### config.mk
export PLATFORM = sky130hd
export DESIGN_NAME = dice_game_ctrl
export DESIGN_NICKNAME = d
export VERILOG_FILES = /design/src/rtl/dice_game_ctrl.sv
export SDC_FILE = /design/constraint.sdc
export NUM_CORES = 1
export LEC_CHECK = 0
export BUFFER_PORTS_ARGS = -buffer_cell sky130_fd_sc_hd__buf_4
export CELL_PAD_IN_SITES_DETAIL_PLACEMENT = 0
export CELL_PAD_IN_SITES_GLOBAL_PLACEMENT = 2
export CORE_ASPECT_RATIO = 1.4
export CORE_UTILIZATION = 29
export DETAILED_ROUTE_END_ITERATION = 12
export PLACE_DENSITY = 0.75
export SLEW_MARGIN = 10
export SYNTH_ARGS = -nofsm -noshare
export SYNTH_HDL_FRONTEND = slang
export SYNTH_SLANG_ARGS = --single-unit
### constraint.sdc
create_clock -name clk -period 2.2 [get_ports clk]
set_input_delay 0.44 -clock clk [delete_from_list [all_inputs] [get_ports clk]]
set_output_delay 0.44 -clock clk [all_outputs]
set_load 0.1 [all_outputs]
### src/rtl/dice_game_ctrl.sv
`default_nettype none
// ============================================================================
//  Module   : dice_game_ctrl
//  Purpose  : Two-player turn scheduler sharing one electronic dice. Forwards
//             the active player's button to the dice as roll, waits a settle
//             time after release, samples throw, accumulates per-player
//             scores, alternates turns and declares a winner at TARGET.
//  Ports    : clk, rst        - clock, synchronous active-high reset
//             btn_p1, btn_p2  - synchronised player buttons (level)
//             new_game        - single-cycle restart request
//             throw[2:0]      - dice value (valid 1..6)
//             roll            - dice button drive (high while rolling)
//             turn            - active player (0 = P1, 1 = P2)
//             score1, score2  - player totals (saturating)
//             last_throw      - value captured on the latest scoring cycle
//             game_over       - high once a player reached TARGET
//             winner          - winning player, valid while game_over
//             bad_throw       - sticky: a captured throw was 0 or 7
//  Options  : SIX_REROLL_EN   - a non-winning valid 6 keeps the same player
//  Revision : 1.0 - initial release
// ============================================================================
module dice_game_ctrl #(
   parameter int TARGET  = 20,
   parameter int SCORE_W = 6,
   parameter int SETTLE  = 2
) (
   input  logic               clk,
   input  logic               rst,
   input  logic               btn_p1,
   input  logic               btn_p2,
   input  logic               new_game,
   input  logic [2:0]         throw,
   output logic               roll,
   output logic               turn,
   output logic [SCORE_W-1:0] score1,
   output logic [SCORE_W-1:0] score2,
   output logic [2:0]         last_throw,
   output logic               game_over,
   output logic               winner,
   output logic               bad_throw
);

   typedef enum logic [2:0] {
      S_WAIT_PRESS = 3'd0,
      S_ROLLING    = 3'd1,
      S_SETTLE     = 3'd2,
      S_SCORE      = 3'd3,
      S_GAME_OVER  = 3'd4
   } state_t;

   localparam logic [3:0]         SETTLE_LOAD = 4'(SETTLE - 1);
   localparam logic [SCORE_W-1:0] TARGET_V    = SCORE_W'(TARGET);

   state_t             state_q, state_d;
   logic               turn_q, turn_d;
   logic [SCORE_W-1:0] score1_q, score1_d;
   logic [SCORE_W-1:0] score2_q, score2_d;
   logic [2:0]         last_throw_q, last_throw_d;
   logic               winner_q, winner_d;
   logic               bad_throw_q, bad_throw_d;
   logic [3:0]         cnt_q, cnt_d;

   logic               act_btn;
   logic               throw_ok;
   logic [2:0]         pts;
   logic [SCORE_W-1:0] cur_score;
   logic [SCORE_W:0]   sum;
   logic [SCORE_W-1:0] new_score;

   always_comb begin
      state_d      = state_q;
      turn_d       = turn_q;
      score1_d     = score1_q;
      score2_d     = score2_q;
      last_throw_d = last_throw_q;
      winner_d     = winner_q;
      bad_throw_d  = bad_throw_q;
      cnt_d        = cnt_q;

      act_btn   = turn_q ? btn_p2 : btn_p1;
      throw_ok  = (throw != 3'd0) && (throw != 3'd7);
      pts       = throw_ok ? throw : 3'd0;
      cur_score = turn_q ? score2_q : score1_q;
      // One extra bit catches the carry so the total can clamp at all-ones.
      sum       = {1'b0, cur_score} + (SCORE_W+1)'(pts);
      new_score = sum[SCORE_W] ? {SCORE_W{1'b1}} : sum[SCORE_W-1:0];

      case (state_q)
         S_WAIT_PRESS: begin
            if (act_btn) state_d = S_ROLLING;
         end
         S_ROLLING: begin
            if (!act_btn) begin
               state_d = S_SETTLE;
               cnt_d   = SETTLE_LOAD;
            end
         end
         S_SETTLE: begin
            // Buttons are deliberately not looked at here.
            if (cnt_q == 4'd0) state_d = S_SCORE;
            else               cnt_d   = cnt_q - 4'd1;
         end
         S_SCORE: begin
            last_throw_d = throw;
            if (!throw_ok) bad_throw_d = 1'b1;
            if (turn_q) score2_d = new_score;
            else        score1_d = new_score;
            if (new_score >= TARGET_V) begin
               winner_d = turn_q;
               state_d  = S_GAME_OVER;
            end else begin
               state_d = S_WAIT_PRESS;
`ifdef SIX_REROLL_EN
               if (throw != 3'd6) turn_d = ~turn_q;
`else
               turn_d = ~turn_q;
`endif
            end
         end
         S_GAME_OVER: begin
            state_d = S_GAME_OVER;
         end
         default: begin
            state_d = S_WAIT_PRESS;
         end
      endcase

      // A restart wins over whatever the FSM decided this cycle.
      if (new_game) begin
         state_d      = S_WAIT_PRESS;
         turn_d       = 1'b0;
         score1_d     = '0;
         score2_d     = '0;
         last_throw_d = 3'd0;
         winner_d     = 1'b0;
         bad_throw_d  = 1'b0;
         cnt_d        = 4'd0;
      end
   end

   always_ff @(posedge clk) begin
      if (rst) begin
         state_q      <= S_WAIT_PRESS;
         turn_q       <= 1'b0;
         score1_q     <= '0;
         score2_q     <= '0;
         last_throw_q <= 3'd0;
         winner_q     <= 1'b0;
         bad_throw_q  <= 1'b0;
         cnt_q        <= 4'd0;
      end else begin
         state_q      <= state_d;
         turn_q       <= turn_d;
         score1_q     <= score1_d;
         score2_q     <= score2_d;
         last_throw_q <= last_throw_d;
         winner_q     <= winner_d;
         bad_throw_q  <= bad_throw_d;
         cnt_q        <= cnt_d;
      end
   end

   // Decoded from the registered state only, so no button reaches roll
   // combinationally.
   assign roll       = (state_q == S_ROLLING);
   assign game_over  = (state_q == S_GAME_OVER);
   assign turn       = turn_q;
   assign score1     = score1_q;
   assign score2     = score2_q;
   assign last_throw = last_throw_q;
   assign winner     = winner_q;
   assign bad_throw  = bad_throw_q;

endmodule
`default_nettype wire

==> reports/summary.md, run 1 <==
The shortest period the worst path allows is 2.18 ns, and the die area is 5240 sq um. For this design, the slowest cell found on the critical path is sky130_fd_sc_hd__dfxtp_4. The run gives 0 as the number of remaining DRC errors. The power per cell area was 430 nW/um^2; the clock insertion delay at the later pin of the skew report was 0.28 ns. The worst hold path passes through 3 cells.

The share of final-layout standard cells stronger than drive strength 1 is 0.372. Along the worst path, the maximum fanout reaches 5. The run gives 163 as the number of instances in the synthesized netlist.

Worst slack at placement: -0.283 ns. The die is 61.5 um wide. After the first detailed-routing iteration, the DRC count stood at 43.

Setup repair after global routing could not meet its margin everywhere. The area used by sequential logic in the layout is 512 sq um. The most frequent standard cell in the layout excluding fill and tap cells is sky130_fd_sc_hd__buf_4. For the number of nets in the layout, the log shows 214. Counting flops and latches in the post-synthesis netlist gives 25.

Summed over all cells, the static leakage comes to 0.726 nW. The final estimated routing congestion in global placement is 0.759. The first detailed-routing pass ran for 4 iterations. For this design, the CTS-stage hold fixing added 0 buffers.

The average cell area after synthesis came out at 8.80 sq um. TritonCTS built the clock tree. Cell repeated most along the worst path: sky130_fd_sc_hd__a22oi_2. The end of the worst register-to-register path was turn. For the total global-route track usage, the log shows 0.146. Using the TritonRoute via totals, the vias-per-cell ratio works out to 4.98.

The setup TNS was 0 ns; the register-to-register setup slack was 0.02 ns. In the layout the commonest cells are sky130_fd_sc_hd__buf_4 (40), sky130_fd_sc_hd__nor2_1 (20), sky130_fd_sc_hd__dfxtp_1 (18). The type of element capturing the critical path is a register. Dividing the detail-routed wire length by the instance count gives 13.4 um. The layout overhead on the synthesized area was 31.5%.

The sequential element share of the synthesized area was 0.349; the count of cells along the worst register-to-register path was 8. Summed over all layers, the routed wires come to 3490 um. The data arrival at the endpoint of the critical path was 2.38 ns; the number of nets in the synthesized netlist was 177. The final setup violation count was 0; the global-route wire length before repair was 5730 um. The Yosys step of the flow raised 0 warnings. During placement, the flow inserted port buffers numbering 27. CTS saw 25 sinks.

The initial antenna violation count is 0, and the I/O pin count is 28. Detailed placement ended at an HPWL of 2690 um. The run gives 1 as the depth of the CTS H-tree. The via count of the first global-routing pass is 1,253. Entering global routing, the biggest net connects 24 pins.

The highest cell delay on the worst timing path works out to 0.39 ns. The tree is rooted in a sky130_fd_sc_hd__clkbuf_8. Mapped cell area: 1440 sq um. The start of the worst register-to-register path was turn. The number of antenna diodes in the final layout is 0.

The count of pins over their slew limit was 0; the total CTS buffers was 3. The logs give 0 for the total global routing overflow and 2 for the number of buffers on the longest clock path. The run finished with clean final reports. The die boundary height was 85.2 um; the setup clock skew after layout was 0.00319 ns. Post-route clock period utilization: 0.990. The tools report the effective utilization at floorplan as 0.309. Setup slack closes at 0.0215 ns. The worst setup path is launched from a register.

Clock-pin slew was measured on the worst setup and hold paths at 0.09 ns. The post-route antenna net violation count was 0. The tool flagged a number of max-cap violations equal to 0. For the post-synthesis cell type count, the log shows 45.

The tools report the data required time of the critical path as 2.40 ns. The startpoint identified for the worst hold timing path is rst. Worst min-delay path class: in2reg. Worst relative slew slack: 0.444. The number of hold violations in the final report was 0. The core footprint is 4640 sq um, and the final standard cell count with taps included and fillers excluded is 261.

The path with the worst hold slack has its endpoint at turn. For the achievable clock frequency, the log shows 459 MHz. Critical setup path kind: reg2reg. The transition time of the tightest slew-check pin was 0.835 ns. In this run, placement finished with an instance count of 256.

The filler cell count in the final layout came out at 519. Traced cell by cell, the critical path runs through mux2_2 > ha_4 > nand3_1 > a22oi_2 > buf_4 > a22oi_2 > a211oi_2 > mux2i_1. IR analysis of the VDD net gives a maximum drop of 0.217 mV. In the final layout, the multi-input gates occupy 925 sq um.

The number of cell rows was 29. The number of vias after detailed routing was 1,301.
-- final cells by class --
cell class | instances | area share
clock inverters | 1 | 0.00265
multi-input cells | 123 | 0.490
well taps | 62 | 0.0411
inverters | 7 | 0.0139
clock buffers | 3 | 0.0219
repair buffers | 40 | 0.159
flip-flops and latches | 25 | 0.271
-- cells by family (layout without fill, tap and decap cells) --
logic type,count (synthesis),in the layout,synth area share
fa+ha+maj,6,6,0.0575
compound gates,39,39,0.192
flops,25,25,0.349
mux,12,12,0.0942
simple gates,65,65,0.246
buf+inv,15,51,0.0558
xor+xnor,1,1,0.00610
-- synth_stat cells (all sizes together) --
cell type / count / share of area
nand3: 4 / 0.014
a2bb2o: 1 / 0.0070
nor2: 21 / 0.057
a22oi: 3 / 0.019
xnor2: 1 / 0.0061
and3b: 1 / 0.0061
clkbuf: 3 / 0.0078
a21o: 1 / 0.0052
nor3: 2 / 0.0070
nand4: 2 / 0.0087
a21oi: 12 / 0.042
a31oi: 1 / 0.0087
o21ai: 5 / 0.020
buf: 5 / 0.030
a211oi: 11 / 0.061
or2: 1 / 0.0044
or3: 3 / 0.013
mux2i: 6 / 0.042
nor3b: 2 / 0.017
or3b: 1 / 0.0061
nand4b: 3 / 0.018
a22o: 1 / 0.0061
fa: 1 / 0.014
nand2: 15 / 0.039
a221oi: 1 / 0.0061
nor2b: 1 / 0.0044
a21boi: 2 / 0.010
mux2: 6 / 0.052
nand3b: 3 / 0.024
and2: 3 / 0.013
dfxtp: 25 / 0.35
o22a: 1 / 0.0061
inv: 7 / 0.018
ha: 5 / 0.044
nand2b: 1 / 0.0044
and3: 2 / 0.0087
-- stage by stage --
stage          utilization  power [W]  hold slack, ns  area, sq um
2_1_floorplan            -   0.000507           0.445         1500
3_3_place_gp         0.391   0.000537           0.448         1820
3_5_place_dp         0.391   0.000538           0.454         1820
4_1_cts              0.404   0.000822           0.434         1870
5_1_grt              0.406   0.000852           0.427         1890
6_report             0.406   0.000811           0.435         1890
-- flip-flops by register name, indices dropped and copies added (netlist names) --
register    cells
score1          6
score2          6
cnt_q           4
last_throw      3
state_q         3
bad_throw       1
turn            1
winner          1
-- what timing repair did --
action / 4_1_cts / 5_1_grt
gates resized for setup: 2 / 1
buffers inserted: 0 / 1
pin swaps: 0 / 3
setup endpoints to repair: 3 / 7
-- worst max path at each step --
stage	depth (start not counted)	from	to	slack, ns
finish	8	turn	turn	0.02
global route	8	turn	turn	-0.06
CTS	9	turn	turn	-0.02
detailed placement	11	throw[1]	winner	-0.28
global placement	11	throw[1]	turn	-0.28
floorplan	11	turn	turn	-0.33
-- worst max-delay path: cells and delay by family (launching register included) --
kind	cells	cell delay, ns
AO/OA/AOI/OAI	3	0.56
adder cells (fa/ha/maj)	1	0.29
buffers and inverters	1	0.14
flip-flops	1	0.39
multiplexers	2	0.56
AND/OR/NAND/NOR	1	0.16
-- report_power, final --
| part | internal, W | switching [W] |
|---|---|---|
| Sequential | 0.000452 | 0.00000306 |
| Clock | 0.000127 | 0.000156 |
| Combinational | 0.0000342 | 0.0000390 |
-- metal layers --
layer  global-route usage  routed length [um]  part of all wire
met5                    0                   0                 0
met4               0.0485                  51             0.015
met3               0.0213                  92             0.026
met2                0.266                1880              0.54
met1                0.167                1460              0.42
Power figures use the tool's default switching activity.
==> inputs of run 2 (changes only) <==
- CORE_MARGIN: not set -> 2
- REMOVE_ABC_BUFFERS: not set -> 1
==> run 2 against run 1 <==
  * The run now ends with setup timing left
  * Routed wire length rose by 7.0%
  * Sequential power is essentially flat
  * Design area up 1.5%
  * Critical path type unchanged
  * Largest power group unchanged
  * Highest routed layer unchanged
==> reports/summary.md, run 2 (synthesis results as in run 1) <==
The internal portion of total power was 0.000615 W (+0.19%); the total global-route track usage was 0.142 (-0.00423). The total half-perimeter wirelength after legalization and detailed placement was 2740 um (+1.9%); the total length of routed met2 wires was 2010 um (+6.7%). The tightest min-delay check is of the in2reg type. The final setup violation count was 1 (+1). The tools report the switching power of the nets as 0.000207 W (+4.5%). The post-route clock period utilization came out at 1.00 (+0.0114).

Setup repair after global routing could not meet its margin everywhere. The number of buffers on the longest clock path was 2 (unchanged). The tools report the number of sinks driven by the clock tree as 25 (unchanged). The number of remaining DRC errors was 0 (unchanged); the number of DRC markers after the initial detailed-route iteration was 42 (-2.3%). The tools report the data arrival at the endpoint of the critical path as 2.41 ns (+0.03 ns). The per-cell routed wire length is 14.1 um (+5.7%).

The critical path goes through mux2_4 > ha_4 > inv_2 > fa_2 > nor2b_4 > a2bb2o_4 > nand4_1 > a211oi_4 > mux2i_1. The worst relative slew slack is 0.441 (-0.00211). The worst setup path is captured at a register. The tools report the final standard cell count with taps included and fillers excluded as 264 (+1.1%). The transition time of the tightest slew-check pin works out to 0.838 ns (+0.00316 ns).

For the setup clock skew after layout, the log shows 0.00772 ns (+0.00453 ns). The logs give 28 (unchanged) for the I/O pin count and 0.28 ns (about the same) for the clock insertion delay at the later pin of the skew report. The diode insertion count for antenna repair is 0 (unchanged).

The depth of the CTS H-tree is 1 (unchanged), and the number of cell rows is 30 (+3.4%). Leaving out fill and tap cells, the most frequent cell in the layout is sky130_fd_sc_hd__buf_4. STA classifies the critical path startpoint as a register. The final reports fail on setup timing. The logs give 1,322 (+1.6%) for the number of vias after detailed routing and 6170 um (+7.7%) for the global-route wire length before repair. The achievable clock frequency was 454 MHz (-1.1%). The die area was 5540 sq um (+5.7%); the count of port buffers added during placement was 27 (unchanged).

For the total global routing overflow, the log shows 0 (unchanged). The run gives 0 (unchanged) as the count of max-cap constraint violations. Layout overhead on the synthesized area: 33.5%. The clock-pin slew of the registers on the worst-case setup and hold paths was 0.10 ns (about the same); the portion of total power attributed to combinational logic was 0.090 (about the same). For the final setup slack of the worst path, the log shows -0.00364 ns (-0.0252 ns). The horizontal die dimension was 63.5 um (+3.3%). The effective utilization at floorplan was 0.299 (-0.0103); the share of final-layout standard cells stronger than drive strength 1 was 0.345 (-0.0269).

The detailed-route wire length came out at 3740 um (+7.0%). The via count normalized by instance count was 5.01 (+0.46%). The initial antenna violation count was 0 (unchanged); the number of placed cells counting well taps was 257 (+0.39%). The run gives 4800 sq um (+3.4%) as the core footprint.

The library cells used most frequently in the layout, excluding fill and tap cells, are sky130_fd_sc_hd__buf_4 (39), sky130_fd_sc_hd__dfxtp_1 (24), sky130_fd_sc_hd__nor2_1 (19). The static power due to leakage is 0.740 nW (+1.9%), and the register-to-register setup slack is -0.004 ns (-0.03 ns). The tools report the root cell of the clock tree as sky130_fd_sc_hd__clkbuf_8. The worst setup path is of the reg2reg kind.

Clock share of power: 0.355 (+0.006). TritonCTS built the clock tree. The master of the slowest instance on the critical path was sky130_fd_sc_hd__dfxtp_4. The die boundary height was 87.2 um (+2.3%). The number of nets in the layout is 215 (+0.47%), and the switching portion of total power is 0.252 (+0.00783). The run gives 4 (unchanged) as the length of the first detailed-routing pass in iterations.

The pin count of the biggest net entering global routing was 24 (unchanged); the total power was 0.000821 W (+1.2%). The power per cell area is 429 nW/um^2 (-0.29%). The maximum fanout count along the critical path works out to 5 (unchanged). Routed metal-1 wirelength: 1500 um (+2.6%). The flow ran to the end, but the final reports show violations. The number of hold violations in the final report was 0 (unchanged).

The tools report the via count of the first global-routing pass as 1,303 (+4.0%). The part of the total power dissipated in sequential elements is 0.554 (-0.007). The post-route antenna net violation count was 0 (unchanged); the shortest period the worst path allows was 2.20 ns (+0.0252 ns).

The data required time of the critical path came out at 2.40 ns (about the same). The run gives 134 um (+46%) as the met3 wire length. The total CTS buffers is 3 (unchanged).

The count of pins over their slew limit was 0 (unchanged). The highest cell delay on the worst timing path was 0.40 ns (about the same). The run gives 0.801 (+5.5%) as the final estimated routing congestion in global placement. Routed signal wires occupy layers up through met4. The maximum vdd drop is 0.175 mV (-19%).
run 2: changes by cell type in the layout (fill, tap and decap cells not counted), moves of 2 or more:
| cell | delta |
|---|---|
| sky130_fd_sc_hd__dfxtp_2 | -6 |
| sky130_fd_sc_hd__a21boi_1 | +2 |
| sky130_fd_sc_hd__buf_6 | +2 |
| sky130_fd_sc_hd__dfxtp_1 | +6 |
| sky130_fd_sc_hd__a21boi_0 | -2 |
run 2: cell type report:
cell class,count,area (sq um)
clock inverters,1,7.51
multi-input cells,123,941
fillers,536,2890
well taps,64,80.1
flip-flops and latches,25,504
inverters,7,26.3
clock buffers,3,41.3
repair buffers,41,315
run 2: power groups by stage:
| stage | clock network (W) | logic [W] | registers, W |
|---|---|---|---|
| 2_1_floorplan | 0 | 0.0000338 | 0.000468 |
| 3_3_place_gp | 0 | 0.0000631 | 0.000467 |
| 3_5_place_dp | 0 | 0.0000641 | 0.000467 |
| 4_1_cts | 0.000304 | 0.0000685 | 0.000455 |
| 5_1_grt | 0.000323 | 0.0000816 | 0.000456 |
| 6_report | 0.000292 | 0.0000740 | 0.000455 |
run 2: per-layer routing:
layer | GRT usage | vias to the layer above
met5 | 0 | -
met4 | 0.0791 | 0
met3 | 0.0298 | 7
met2 | 0.244 | 21
met1 | 0.163 | 640
li1 | - | 654
run 2: critical path, delay by kind of cell (launching register included):
family / cells / cell delay, ns
buffers and inverters: 1 / 0.05
DFF: 1 / 0.40
and+or+nand+nor: 2 / 0.27
muxes: 2 / 0.52
AOI/OAI and AO/OA: 2 / 0.50
adders and majority gates: 2 / 0.39
run 2: what timing repair did:
action | 4_1_cts | 5_1_grt
hold endpoints to repair | 0 | 0
hold buffers | 0 | 0
setup buffers | 2 | 1
pin swaps | 2 | 4
endpoints found under the setup margin | 13 | 4
gates resized for setup | 11 | 11
gates cloned | 0 | 0
run 2: metrics by stage:
stage	utilization	setup slack, ns	TNS [ns]	hold slack [ns]	instance area (sq um)
after floorplan	-	-0.988	-13.68	0.445	1380
after global placement	0.364	-0.271	-2.61	0.447	1750
after detailed placement	0.364	-0.323	-3.22	0.454	1750
after CTS	0.386	0.00179	0	0.427	1850
after global routing	0.399	-0.138	-0.252	0.420	1920
final	0.399	-0.00364	-0.00364	0.431	1920
run 2: path summary, 6_finish.rpt:
kind | end | start | depth (start not counted)
hold reg to reg | winner | winner | 2
hold / removal | last_throw[2] | throw[2] | 3
setup / recovery | turn | turn | 9
setup reg to reg | turn | turn | 9
==> inputs of run 3 (changes only) <==
- PLACE_DENSITY: 0.75 -> 0.81
==> run 3 against run 2 <==
  * The run still ends with setup timing left
  * Design area rose by 0.46%
  * Clock skew rose by 0.0012 ns
  * Combinational power fell by 3.4%
  * Via count is 1.9% higher
  * Count of clock-buffer cells in the layout did not move
  * Power decreased by 1.3%
  * First-iteration DRC count grew 81%
  * Setup slack got worse by 0.0028 ns
  * Routed wire length unchanged
  * Critical endpoint unchanged
  * Highest routed layer unchanged
==> reports/summary.md, run 3 (synthesis results as in run 1) <==
The logs give 0 (unchanged) for the hold-fix buffer count after cts and 0.350 (-0.005) for the clock share of power. The path with the worst hold slack has its endpoint at winner. The final setup violation count was 1 (unchanged). The layout overhead on the synthesized area is 34.1%, and the shortest period the worst path allows is 2.21 ns (+0.00279 ns). The endpoint identified for the worst register-to-register timing path is turn. For the internal portion of total power, the log shows 0.000612 W (-0.52%). For the number of nets in the layout, the log shows 218 (+1.4%). Switching power of the nets: 0.000199 W (-3.4%). The start of the worst register-to-register path is turn. The number of buffers on the longest clock path was 2 (unchanged); the worst relative slew slack was 0.443 (+0.00161). The logs give 0.140 (-0.00178) for the total global-route track usage and -0.00643 ns (-0.00279 ns) for the final setup slack of the worst path. Maximum fanout count along the critical path: 4 (-1). The portion of total power attributed to combinational logic was 0.088 (-0.002); the clock-pin slew of the registers on the worst-case setup and hold paths was 0.10 ns (about the same). The highest cell delay on the worst timing path works out to 0.39 ns (about the same). On the critical path, the stage with the largest delay is an instance of sky130_fd_sc_hd__dfxtp_4. The total half-perimeter wirelength after legalization and detailed placement is 2640 um (-3.9%), and the depth of the CTS H-tree is 1 (unchanged).

The initial antenna violation count is 0 (unchanged), and the core footprint is 4800 sq um (unchanged). The number of hold violations in the final report came out at 0 (unchanged). The run gives -0.006 ns (about the same) as the register-to-register setup slack. The die boundary height came out at 87.2 um (unchanged). For the number of sinks driven by the clock tree, the log shows 25 (unchanged). The part of the total power dissipated in sequential elements is 0.561 (+0.007), and the total CTS buffers is 3 (unchanged). Setup repair after global routing could not meet its margin everywhere. The via count normalized by instance count was 5.04 (+0.75%). The number of cell rows is 30 (unchanged), and the pin count of the biggest net entering global routing is 24 (unchanged). The run finished, with violations left. The worst hold path belongs to the class in2reg. The power per cell area was 421 nW/um^2 (-1.7%).

Switching portion of total power: 0.246 (-0.00558). The diode insertion count for antenna repair is 0 (unchanged). The library cell used most frequently in the layout, excluding fill and tap cells, is sky130_fd_sc_hd__buf_4. The worst hold path begins at rst. The tools report the number of DRC markers after the initial detailed-route iteration as 76 (+81%).

For the detailed-route wire length, the log shows 3740 um (unchanged). The transition time of the tightest slew-check pin came out at 0.835 ns (-0.00242 ns). The count of port buffers added during placement was 27 (unchanged). In this design, the critical path's most frequently occurring cell is sky130_fd_sc_hd__a22oi_2.

The worst hold slack across all endpoints is 0.449 ns (+0.0185 ns), and the maximum vdd drop is 0.182 mV (+4.2%). The run gives 2.41 ns (about the same) as the data arrival at the endpoint of the critical path. The tools report the static power due to leakage as 0.757 nW (+2.3%). The setup clock skew after layout came out at 0.00895 ns (+0.00124 ns). The critical path goes through mux2_2 > ha_4 > a21oi_1 > buf_4 > a22oi_2 > a22oi_2 > a211oi_2 > mux2i_1.

The run gives 0.299 (unchanged) as the effective utilization at floorplan. STA classifies the critical path startpoint as a register. The post-route clock period utilization was 1.00 (+0.00127); the cell depth of the worst hold path was 4 (+1). The run gives 0 (unchanged) as the post-route antenna net violation count. The horizontal die dimension was 63.5 um (unchanged); the data required time of the critical path was 2.40 ns (about the same). The run gives 1,347 (+1.9%) as the number of vias after detailed routing. The checks that failed: setup timing. The count of max-cap constraint violations was 0 (unchanged). For the die area, the log shows 5540 sq um (unchanged). The tools report the root cell of the clock tree as sky130_fd_sc_hd__clkbuf_8.

The top cell types in the final layout, fill and taps aside, are sky130_fd_sc_hd__buf_4 (41), sky130_fd_sc_hd__dfxtp_1 (24), sky130_fd_sc_hd__nor2_1 (20). The clock insertion delay at the later pin of the skew report is 0.28 ns (about the same), and the share of final-layout standard cells stronger than drive strength 1 is 0.369 (+0.0245). The count of pins over their slew limit is 0 (unchanged). The I/O pin count was 28 (unchanged). TritonCTS built the clock tree.

The final estimated routing congestion in global placement was 0.757 (-5.4%); the achievable clock frequency was 453 MHz (-0.13%). The number of remaining DRC errors came out at 0 (unchanged). The tools report the total global routing overflow as 0 (unchanged). The global-route wire length before repair is 6130 um (-0.55%). The logs give 4 (unchanged) for the length of the first detailed-routing pass in iterations and -0.330 ns (-0.00657 ns) for the worst slack at placement.

The critical path is of the reg2reg type. The via count of the first global-routing pass was 1,373 (+5.4%). The tools report the type of element capturing the critical path as a register.

The per-cell routed wire length is 14.0 um (-1.1%). The count of cells along the worst register-to-register path came out at 8 (-1).
-- run 3: power by group through the flow --
| stage | Combinational (W) | Clock [W] | Sequential (W) |
|---|---|---|---|
| after floorplan | 0.0000338 | 0 | 0.000468 |
| after global placement | 0.0000637 | 0 | 0.000467 |
| after detailed placement | 0.0000648 | 0 | 0.000467 |
| after CTS | 0.0000694 | 0.000288 | 0.000455 |
| after global routing | 0.0000784 | 0.000301 | 0.000456 |
| final | 0.0000715 | 0.000284 | 0.000455 |
-- run 3: cell type report --
type	count	area, sq um
Sequential cell	25	504
Timing Repair Buffer	44	342
Multi-Input combinational cell	123	926
Fill cell	521	2880
Inverter	7	26.3
Clock inverter	1	5.00
Tap cell	64	80.1
Clock buffer	3	41.3
-- run 3: how the worst max path moves through the flow --
stage          startpoint  endpoint  slack, ns  cells past startpoint
6_report             turn      turn     -0.006                      8
5_1_grt              turn      turn      -0.06                      8
4_1_cts              turn      turn      0.003                      9
3_5_place_dp     throw[1]      turn      -0.33                     10
3_3_place_gp     throw[1]      turn      -0.27                     10
2_1_floorplan        turn      turn      -0.99                      9
-- run 3: worst max-delay path, delay by kind of cell, from the launching register on --
family / cells / cell delay (ns)
AO/OA/AOI/OAI: 4 / 0.69
multiplexers: 2 / 0.59
flip-flops: 1 / 0.39
adder cells (fa/ha/maj): 1 / 0.31
buffers and inverters: 1 / 0.15
-- run 3: what timing repair did --
action | CTS | global route
gates resized for setup | 13 | 9
endpoints found under the hold margin | 0 | 0
pin swaps | 2 | 5
buffers inserted | 6 | 1
setup endpoints to repair | 15 | 7
-- run 3: metrics by stage --
stage                util  instance area (sq um)  total power, W  TNS [ns]  cells
floorplan               -                   1380        0.000501    -13.68    155
global placement    0.362                   1740        0.000531     -2.64    256
detailed placement  0.362                   1740        0.000532     -3.13    256
CTS                 0.392                   1880        0.000813         0    266
global route        0.401                   1920        0.000835    -0.132    267
finish              0.401                   1920        0.000811  -0.00643    267
-- run 3: layer usage --
layer,GRT usage,vias to the layer above,part of all wire
met5,0,-,0
met4,0.0692,0,0.022
met3,0.0259,7,0.033
met2,0.263,29,0.53
met1,0.148,646,0.41
li1,-,665,-
